==> src/rtl/flash_erase_sequencer_if.sv <==
// User-side request/status and SPI-driver-side frame signals of the erase sequencer.
// The master modport is the sequencer's view; slave is the user/driver side.
interface flash_erase_sequencer_if;
  logic        op_start;
  logic [23:0] op_addr;
  logic        busy;
  logic        done;
  logic        err;
  logic [7:0]  status;
  logic        spi_start;
  logic [1:0]  spi_cmd;
  logic [7:0]  spi_width;
  logic [31:0] spi_tx;
  logic        spi_done;
  logic [7:0]  spi_rx;

  modport master (
    input  op_start, op_addr, spi_done, spi_rx,
    output spi_start, spi_cmd, spi_width, spi_tx, busy, done, err, status
  );

  modport slave (
    output op_start, op_addr, spi_done, spi_rx,
    input  spi_start, spi_cmd, spi_width, spi_tx, busy, done, err, status
  );
endinterface

==> src/rtl/flash_erase_sequencer.sv <==
// W25Q16 4 KB sector erase: power-up wait, WREN, SE + address, then RDSR polling
// of WIP with a gap between polls and a poll-count timeout. All outputs are registered.
module flash_erase_sequencer #(
  parameter logic [31:0] PWRUP_CYCLES    = 32'd5000,
  parameter logic [15:0] POLL_GAP_CYCLES = 16'd100,
  parameter logic [15:0] POLL_MAX        = 16'd60000
) (
  input logic                     clk,
  input logic                     rst_n,
  flash_erase_sequencer_if.master bus
);

  typedef enum logic [3:0] {
    PWRUP, IDLE, WREN, WREN_W, ERASE, ERASE_W, GAP, POLL, POLL_W, FIN, FAIL
  } state_t;

  state_t      state_q, state_d;
  logic [31:0] pwr_cnt_q, pwr_cnt_d;
  logic [15:0] gap_cnt_q, gap_cnt_d;
  logic [15:0] poll_cnt_q, poll_cnt_d;
  logic        req_q, req_d;
  logic [23:0] req_addr_q, req_addr_d;
  logic [23:0] addr_q, addr_d;
  logic        spi_start_q, spi_start_d;
  logic [1:0]  spi_cmd_q, spi_cmd_d;
  logic [7:0]  spi_width_q, spi_width_d;
  logic [31:0] spi_tx_q, spi_tx_d;
  logic        busy_q, busy_d;
  logic        done_q, done_d;
  logic        err_q, err_d;
  logic [7:0]  status_q, status_d;

  logic [23:0] pick_addr;
  logic        gap_last;
  logic        poll_last;

  // Widened compares keep zero-valued parameters from wrapping.
  assign gap_last  = ({1'b0, gap_cnt_q} + 17'd1)  >= {1'b0, POLL_GAP_CYCLES};
  assign poll_last = ({1'b0, poll_cnt_q} + 17'd1) >= {1'b0, POLL_MAX};

  always_comb begin
    state_d     = state_q;
    pwr_cnt_d   = pwr_cnt_q;
    gap_cnt_d   = gap_cnt_q;
    poll_cnt_d  = poll_cnt_q;
    req_d       = req_q;
    req_addr_d  = req_addr_q;
    addr_d      = addr_q;
    spi_start_d = 1'b0;
    spi_cmd_d   = spi_cmd_q;
    spi_width_d = spi_width_q;
    spi_tx_d    = spi_tx_q;
    busy_d      = busy_q;
    done_d      = 1'b0;
    err_d       = 1'b0;
    status_d    = status_q;
    pick_addr   = bus.op_start ? bus.op_addr : req_addr_q;

    case (state_q)
      PWRUP: begin
        if (pwr_cnt_q == PWRUP_CYCLES) state_d = IDLE;
        else pwr_cnt_d = pwr_cnt_q + 32'd1;
        if (bus.op_start) begin
          req_d      = 1'b1;
          req_addr_d = bus.op_addr;
        end
      end
      IDLE: begin
        if (bus.op_start || req_q) begin
          addr_d  = {pick_addr[23:12], 12'h000};
          req_d   = 1'b0;
          busy_d  = 1'b1;
          state_d = WREN;
        end
      end
      WREN: begin
        spi_start_d = 1'b1;
        spi_cmd_d   = 2'b00;
        spi_width_d = 8'd8;
        spi_tx_d    = {8'h06, 24'h000000};
        state_d     = WREN_W;
      end
      WREN_W: if (bus.spi_done) state_d = ERASE;
      ERASE: begin
        spi_start_d = 1'b1;
        spi_cmd_d   = 2'b00;
        spi_width_d = 8'd32;
        spi_tx_d    = {8'h20, addr_q};
        state_d     = ERASE_W;
      end
      ERASE_W: if (bus.spi_done) state_d = GAP;
      GAP: begin
        if (gap_last) begin
          gap_cnt_d = 16'd0;
          state_d   = POLL;
        end else begin
          gap_cnt_d = gap_cnt_q + 16'd1;
        end
      end
      POLL: begin
        spi_start_d = 1'b1;
        spi_cmd_d   = 2'b01;
        spi_width_d = 8'd8;
        spi_tx_d    = {8'h05, 24'h000000};
        state_d     = POLL_W;
      end
      POLL_W: begin
        if (bus.spi_done) begin
          status_d = bus.spi_rx;
          if (!bus.spi_rx[0]) begin
            state_d = FIN;
          end else if (poll_last) begin
            state_d = FAIL;
          end else begin
            poll_cnt_d = poll_cnt_q + 16'd1;
            state_d    = GAP;
          end
        end
      end
      FIN: begin
        done_d     = 1'b1;
        busy_d     = 1'b0;
        poll_cnt_d = 16'd0;
        state_d    = IDLE;
      end
      FAIL: begin
        err_d      = 1'b1;
        busy_d     = 1'b0;
        poll_cnt_d = 16'd0;
        state_d    = IDLE;
      end
      default: state_d = PWRUP;
    endcase
  end

  always_ff @(posedge clk or negedge rst_n) begin
    if (!rst_n) begin
      state_q     <= PWRUP;
      pwr_cnt_q   <= 32'd0;
      gap_cnt_q   <= 16'd0;
      poll_cnt_q  <= 16'd0;
      req_q       <= 1'b0;
      req_addr_q  <= 24'd0;
      addr_q      <= 24'd0;
      spi_start_q <= 1'b0;
      spi_cmd_q   <= 2'b00;
      spi_width_q <= 8'd8;
      spi_tx_q    <= 32'd0;
      busy_q      <= 1'b0;
      done_q      <= 1'b0;
      err_q       <= 1'b0;
      status_q    <= 8'd0;
    end else begin
      state_q     <= state_d;
      pwr_cnt_q   <= pwr_cnt_d;
      gap_cnt_q   <= gap_cnt_d;
      poll_cnt_q  <= poll_cnt_d;
      req_q       <= req_d;
      req_addr_q  <= req_addr_d;
      addr_q      <= addr_d;
      spi_start_q <= spi_start_d;
      spi_cmd_q   <= spi_cmd_d;
      spi_width_q <= spi_width_d;
      spi_tx_q    <= spi_tx_d;
      busy_q      <= busy_d;
      done_q      <= done_d;
      err_q       <= err_d;
      status_q    <= status_d;
    end
  end

  assign bus.spi_start = spi_start_q;
  assign bus.spi_cmd   = spi_cmd_q;
  assign bus.spi_width = spi_width_q;
  assign bus.spi_tx    = spi_tx_q;
  assign bus.busy      = busy_q;
  assign bus.done      = done_q;
  assign bus.err       = err_q;
  assign bus.status    = status_q;

endmodule

==> src/flat_wrapper.sv <==
// flat-port wrapper written by rule: the top's interface ports become plain ports
module flash_erase_sequencer_flat 
#(
  parameter logic [31:0] PWRUP_CYCLES    = 32'd5000,
  parameter logic [15:0] POLL_GAP_CYCLES = 16'd100,
  parameter logic [15:0] POLL_MAX        = 16'd60000
)
  (clk, rst_n, bus_op_start, bus_op_addr, bus_spi_done, bus_spi_rx, bus_spi_start, bus_spi_cmd, bus_spi_width, bus_spi_tx, bus_busy, bus_done, bus_err, bus_status);
  flash_erase_sequencer_if bus_i ();
  input logic clk;
  input logic rst_n;
  input wire logic [$bits(bus_i.op_start)-1:0] bus_op_start;
  input wire logic [$bits(bus_i.op_addr)-1:0] bus_op_addr;
  input wire logic [$bits(bus_i.spi_done)-1:0] bus_spi_done;
  input wire logic [$bits(bus_i.spi_rx)-1:0] bus_spi_rx;
  output wire logic [$bits(bus_i.spi_start)-1:0] bus_spi_start;
  output wire logic [$bits(bus_i.spi_cmd)-1:0] bus_spi_cmd;
  output wire logic [$bits(bus_i.spi_width)-1:0] bus_spi_width;
  output wire logic [$bits(bus_i.spi_tx)-1:0] bus_spi_tx;
  output wire logic [$bits(bus_i.busy)-1:0] bus_busy;
  output wire logic [$bits(bus_i.done)-1:0] bus_done;
  output wire logic [$bits(bus_i.err)-1:0] bus_err;
  output wire logic [$bits(bus_i.status)-1:0] bus_status;
  assign bus_i.op_start = bus_op_start;
  assign bus_i.op_addr = bus_op_addr;
  assign bus_i.spi_done = bus_spi_done;
  assign bus_i.spi_rx = bus_spi_rx;
  assign bus_spi_start = bus_i.spi_start;
  assign bus_spi_cmd = bus_i.spi_cmd;
  assign bus_spi_width = bus_i.spi_width;
  assign bus_spi_tx = bus_i.spi_tx;
  assign bus_busy = bus_i.busy;
  assign bus_done = bus_i.done;
  assign bus_err = bus_i.err;
  assign bus_status = bus_i.status;
  flash_erase_sequencer #(.PWRUP_CYCLES(PWRUP_CYCLES), .POLL_GAP_CYCLES(POLL_GAP_CYCLES), .POLL_MAX(POLL_MAX)) u_core (.clk(clk), .rst_n(rst_n), .bus(bus_i));
endmodule
==> config.mk <==
export PLATFORM = sky130hd
export DESIGN_NAME = flash_erase_sequencer_flat
export DESIGN_NICKNAME = d
export VERILOG_FILES = /design/src/rtl/flash_erase_sequencer_if.sv /design/src/rtl/flash_erase_sequencer.sv /design/src/flat_wrapper.sv
export SDC_FILE = /design/constraint.sdc
export NUM_CORES = 1
export LEC_CHECK = 0
export CORE_MARGIN = 2
export CORE_UTILIZATION = 59
export DETAILED_ROUTE_END_ITERATION = 12
export MAX_ROUTING_LAYER = met4
export PLACE_DENSITY_LB_ADDON = 0.08
export REMOVE_ABC_BUFFERS = 1
export SYNTH_ARGS = -nofsm -noshare
export SYNTH_HDL_FRONTEND = slang
export SYNTH_SLANG_ARGS = --single-unit
==> constraint.sdc <==
create_clock -name clk -period 6.1 [get_ports clk]
set_clock_uncertainty 0.05 [all_clocks]
set_input_delay 0.61 -clock clk [delete_from_list [all_inputs] [get_ports clk]]
set_output_delay 0.61 -clock clk [all_outputs]
set_load 0.02 [all_outputs]
==> results.yml <==
synthesis:
  ys_top_cells_by_count: "dfrtp_1, nand2_1, nor2_1"
  synth_edf_count: 0
  async_flop_share_pct: 100
  syn_area_per_cell_sq_um: 10.1
  synth_top_area_share_pct: 49.2
  ys_types: 60
  ys_seq_elements: 124
  synth_area_sq_um: 6260
  postSynthCellCount: 617
  synthMostInstantiatedCell: "dfrtp_1"
  synth_ff_type: "dfrtp_1"
  yosysSeqAreaShare_pct: 49.6
  yosys.area.top_type: "dfrtp_1"
  synth_area_leaders: "dfrtp_1, mux2_2, nand2_1, nor2_1, buf_4"
  ys_warn_count: 0
drt:
  via_per_inst: 5.71
  route.detailed.drc: 0
  num_vias: 4640
  dr.pass1.iters: 5
  drtIter0Drc: 330
  ant_nets: 0
  wl_per_cell_microns: 15.6
  wl_microns: 12700
power_and_ir_drop:
  ir_worst_vdd_mv: 0.220
  powerDensity_nw_per_um2: 258
  leakage_nw: 3.22
timing:
  hold_violations: 0
  period_share_pct: 53.5
  finalSetupTns_ps: 0
  rsz0062_at_grt: "no"
  drv_slew: 0
  worst_pin_slew_ps: 998
  hold_ws_ps: 93.5
  min_period_ps: 3270
  setup_viol: 0
  fmaxAchievable_mhz: 306
  relSlewSlack_pct: 33.2
clock_network:
  cts_buffers: 17
  htree_levels: 4
  cts_root_buffer: "clkbuf_8"
  tritoncts: "yes"
  cts.path.max_buffers: 2
  clk-insertion-delay-late_ps: 530
  ctsHoldBuffers: 0
  cts_resized: 0
  clkTransAtPathRegs_ps: 60
  post-cts-setup-buffers: 0
  cts.sinks: 124
grt:
  track_usage_pct: 25.1
  use_met2_pct: 38.0
  use_met1_pct: 31.9
  grtUsageMet3_pct: 6.93
  grt_pass1_vias: 4612
  grt_max_degree: 66
  grt-ovfl-total: 0
  grt_pass1_wl_microns: 21800
  grt_busiest_layer: "met2"
  grt_antenna_before_repair: 0
worst_setup_path:
  cpPeakStageDelay_ps: 560
  rrSetupSlack_ps: 2830
  path_delay_family: "simple AND/OR/NAND/NOR gates"
  worstPathMaxFanout: 14
  start_kind: "register"
  setup.worst_path.class: "reg -> reg"
  arrival_ps: 3630
  crit_start: "u_core.poll_cnt_q[0]"
  r2r-end: "u_core.poll_cnt_q[8]"
  r2r-start: "u_core.poll_cnt_q[0]"
  end_kind: "register"
  path_cells: "ha_1 -> nand4_1 -> nor4_1 -> mux2i_1 -> a21boi_1 -> o21ai_1 -> or2_1 -> o41ai_1"
  reg2reg_depth: 8
  path_buf_inv: 0
  slowest_stage: "dfrtp_1"
  cp.required_ps: 6460
status:
  status: "completed"
placed_design:
  place_congestion: 0.890
  io_buffers: 54
  dp_hpwl_microns: 8200
floorplanning:
  die_x_microns: 107
  die_area_sq_um: 11400
  core_area_sq_um: 10300
  dieHeight_microns: 107
  core.rowCount: 37
  initial_utilization_pct: 60.6
  ioPinCount: 90
layout:
  final_layout_size_suffix_gt1_share_pct: 11.4
  nets: 706
  final_util_pct: 71.0
  syn2layout_area_growth_pct: 17.2
  diodes: 0
  fill_cells: 732
hold_path:
  hp-class: "in -> async"
flow_run:
  max_cap_violations: 0
## kinds of logic after synthesis
family | after synthesis | share of synthesized area, %
AOI/OAI and AO/OA | 118 | 13.0
xor gates and xnor gates | 33 | 4.62
adders and majority gates | 6 | 1.20
buffers and inverters | 71 | 6.36
DFF | 124 | 49.6
muxes | 37 | 6.36
other | 1 | 0.0599
and+or+nand+nor | 227 | 18.8
## worst max-delay path by stage
stage,to,cells past startpoint,slack (ps)
CTS,u_core.poll_cnt_q[8],8,2830
global placement,u_core.poll_cnt_q[8],8,2950
floorplan,u_core.poll_cnt_q[10],9,3400
global route,u_core.poll_cnt_q[8],8,2390
finish,u_core.poll_cnt_q[8],8,2830
detailed placement,u_core.poll_cnt_q[8],8,2850
## through the flow
stage	worst slack, ps	total power, mW	std cells	instance area [sq um]
floorplan	3400	0.877	589	6020
global placement	2950	0.914	781	6750
detailed placement	2850	0.916	781	6750
CTS	2830	1.91	813	7330
global route	2390	1.95	813	7330
finish	2830	1.89	813	7330
## cell usage in the layout (no fill, tap or decap), types with 14 or more instances in the layout
| cell | netlist | final |
|---|---|---|
| dfrtp_1 | 123 | 123 |
| nand2_1 | 58 | 58 |
| nor2_1 | 56 | 56 |
| clkdlybuf4s50_1 | 0 | 53 |
| o21ai_0 | 31 | 31 |
| nand3_1 | 26 | 26 |
| a21oi_1 | 23 | 23 |
| conb_1 | 1 | 23 |
| xnor2_1 | 22 | 22 |
| mux2_2 | 22 | 22 |
| inv_1 | 21 | 21 |
| clkbuf_16 | 0 | 16 |
| mux2i_1 | 15 | 15 |
| nand4_1 | 14 | 14 |
## power by group
group | switching (mW) | internal (mW) | total (mW) | leakage, nW
Combinational | 0.0404 | 0.0251 | 0.0655 | 1.24
Clock | 0.356 | 0.637 | 0.994 | 0.289
Sequential | 0.00382 | 0.831 | 0.835 | 1.69
Total | 0.400 | 1.49 | 1.89 | 3.22
## flip-flops by register name, summed over array words and instances, names as in the netlist, 2 cells and up
name	count
u_core.addr_q	12
u_core.state_q	4
u_core.bus.status	8
u_core.poll_cnt_q	16
u_core.pwr_cnt_q	32
u_core.bus.spi_width	2
u_core.bus.spi_tx	16
u_core.req_addr_q	12
u_core.gap_cnt_q	16
## worst register-to-register path: stages, from the launching register on
cell and delay, ps:
dfrtp_1 560, ha_1 340, nand4_1 290, nor4_1 490, mux2i_1 300, a21boi_1 190
o21ai_1 100, or2_1 490, o41ai_1 350
## final cells by class
type / instances / area (sq um) / share of cell area [%]
Clock buffer: 19 / 442 / 6.02
Sequential cell: 124 / 3100 / 42.3
Timing Repair Buffer: 56 / 553 / 7.54
Multi-Input combinational cell: 444 / 2840 / 38.7
Inverter: 21 / 78.8 / 1.07
Clock inverter: 13 / 148 / 2.01
Tap cell: 136 / 170 / 2.32
## per-layer routing
layer	wire, microns	vias up	part of all wire [%]
li1	-	2250	-
met1	5710	2237	45
met2	6050	131	48
met3	709	22	5.6
met4	250	0	2.0
met5	0	-	0
Note: power is estimated with default switching activity, not from simulation.
==> RTL edit, RTL diff (same settings) <==
Take the reset off `req_addr_q` and `addr_q` and load them in a clocked block of their own.
--- a/src/rtl/flash_erase_sequencer.sv
+++ b/src/rtl/flash_erase_sequencer.sv
@@ -141,6 +141,4 @@
       poll_cnt_q  <= 16'd0;
       req_q       <= 1'b0;
-      req_addr_q  <= 24'd0;
-      addr_q      <= 24'd0;
       spi_start_q <= 1'b0;
       spi_cmd_q   <= 2'b00;
@@ -157,6 +155,4 @@
       poll_cnt_q  <= poll_cnt_d;
       req_q       <= req_d;
-      req_addr_q  <= req_addr_d;
-      addr_q      <= addr_d;
       spi_start_q <= spi_start_d;
       spi_cmd_q   <= spi_cmd_d;
@@ -168,4 +164,9 @@
       status_q    <= status_d;
     end
+  end
+
+  always_ff @(posedge clk) begin
+    req_addr_q <= req_addr_d;
+    addr_q     <= addr_d;
   end
 
Formal check against the unedited RTL: no difference found for any inputs over 10 cycles, from zero or initial values and one cycle with rst_n low; that may be too few to reach the edited logic, so the function may still have changed.
==> RTL edit against the original RTL <==
  * Sequential power up 2.9%
  * Total power up 1.5%
  * Worst setup slack got worse by 410 ps
  * Wire length up 1.1%
  * Core utilization is 0.21 points higher
  * First-iteration DRC count fell by 25%
  * Area after synthesis shrank 0.88%
  * Sequential cell count unchanged
  * Design area decreased by 0.15%
  * Largest power group unchanged
==> RTL edit: results <==
{
  "p_leak_nw": 3.05,
  "grt_pass1_vias": 4520,
  "synth-xor-area-share": 0.0466,
  "ys_seq_area_frac": 0.520,
  "synth_cell_types": 69,
  "p_sw_frac": 0.197,
  "first_iter_violations": 247,
  "avgRoutedWirePerCell_um": 16.4,
  "yosys.area_share.adder": 0.0121,
  "grtUsageMet3": 0.0717,
  "crit_fanout": 13,
  "dp_hpwl_um": 8430,
  "p_total_mw": 1.92,
  "fill_cells": 775,
  "dr_total_vias": 4652,
  "critical_path_arrival_ps": 4040,
  "fin_nets": 679,
  "netlist_area_um2": 6200,
  "crit_family": "compound AO/OA/AOI/OAI gates",
  "grt_usage": 0.248,
  "status": "finished, final reports clean",
  "synth_edf_count": 24,
  "synthArstFlopShare": 0.806,
  "cpMaxStageDelayCell": "a21oi_1",
  "routabilityCongestion": 0.909,
  "synthTopCellsByCount": "99 x dfrtp_1, 48 x nor2_1, 44 x nand2_1, 32 x nand3_1, 26 x o21ai_0",
  "vdd_drop_max_mv": 0.195,
  "grt_util_met2": 0.403,
  "grt_pass1_wl_um": 21600,
  "yosys-top-cells-area": "dfrtp_1 40%, edfxtp_1 12%, mux2_2 4.0%",
  "worst_slew_pin_slew_ps": 1100,
  "synth_compound_area_frac": 0.118,
  "final_layout_size_suffix_gt1_frac": 0.105,
  "slowest_delay_ps": 900,
  "grt_max_degree": 57
}
==> RTL edit: cell types whose count changed in the layout (fill, tap and decap cells not counted), sizes merged, moves of 5 or more <==
cell / delta
dfrtp: -24
o21ai: -7
edfxtp: +24
inv: -5
nand3: +6
nor2: -9
clkbuf: +7
o211ai: -9
nand2: -14
nor3: +6
o31ai: -16
==> RTL edit: cells by family (layout without fill, tap and decap cells) <==
kind of cell | after synthesis | count (layout)
buffers and inverters | 68 | 105
adder cells (fa/ha/maj) | 6 | 6
XOR/XNOR | 33 | 33
AO/OA/AOI/OAI | 105 | 105
flip-flops | 124 | 124
AND/OR/NAND/NOR | 219 | 219
multiplexers | 35 | 35
other | 1 | 23
==> RTL edit: final timing paths <==
| check | end | slack, ps |
|---|---|---|
| max | u_core.poll_cnt_q[12] | 2430 |
| min | u_core.bus.spi_tx[22] | 30 |
| max reg2reg | u_core.poll_cnt_q[12] | 2430 |
| min reg2reg | u_core.bus.spi_tx[19] | 410 |
| max in group asynchronous | u_core.gap_cnt_q[11] | 4840 |
| min in group clk | u_core.bus.spi_tx[19] | 410 |
==> RTL edit: area by class of cell <==
| type | instances | area, µm² | area share |
|---|---|---|---|
| flip-flops and latches | 124 | 3220 | 0.440 |
| multi-input cells | 421 | 2710 | 0.370 |
| repair buffers | 57 | 561 | 0.0765 |
| clock buffers | 26 | 488 | 0.0666 |
| well taps | 136 | 170 | 0.0232 |
| clock inverters | 6 | 109 | 0.0149 |
| inverters | 16 | 60.1 | 0.00820 |
==> RTL edit: power by group through the flow <==
stage | clock [mW] | sequential (mW) | combinational (mW)
after floorplan | 0 | 0.873 | 0.0240
after global placement | 0 | 0.873 | 0.0578
after detailed placement | 0 | 0.874 | 0.0588
after CTS | 1.02 | 0.859 | 0.0593
after global routing | 1.06 | 0.859 | 0.0644
final | 1.01 | 0.859 | 0.0586
==> RTL edit: metal layers <==
metal,part of all wire,vias to the layer above
li1,-,2194
met1,0.43,2317
met2,0.51,128
met3,0.052,13
met4,0.0093,0
met5,0,-
==> RTL edit: per-stage QoR <==
step | instance area, µm² | utilization | cells | hold slack, ps
2_1_floorplan | 5980 | - | 561 | 264
3_3_place_gp | 6730 | 0.654 | 754 | 396
3_5_place_dp | 6730 | 0.654 | 754 | 399
4_1_cts | 7320 | 0.713 | 786 | 41.6
5_1_grt | 7320 | 0.713 | 786 | 60.2
6_report | 7320 | 0.713 | 786 | 28.8
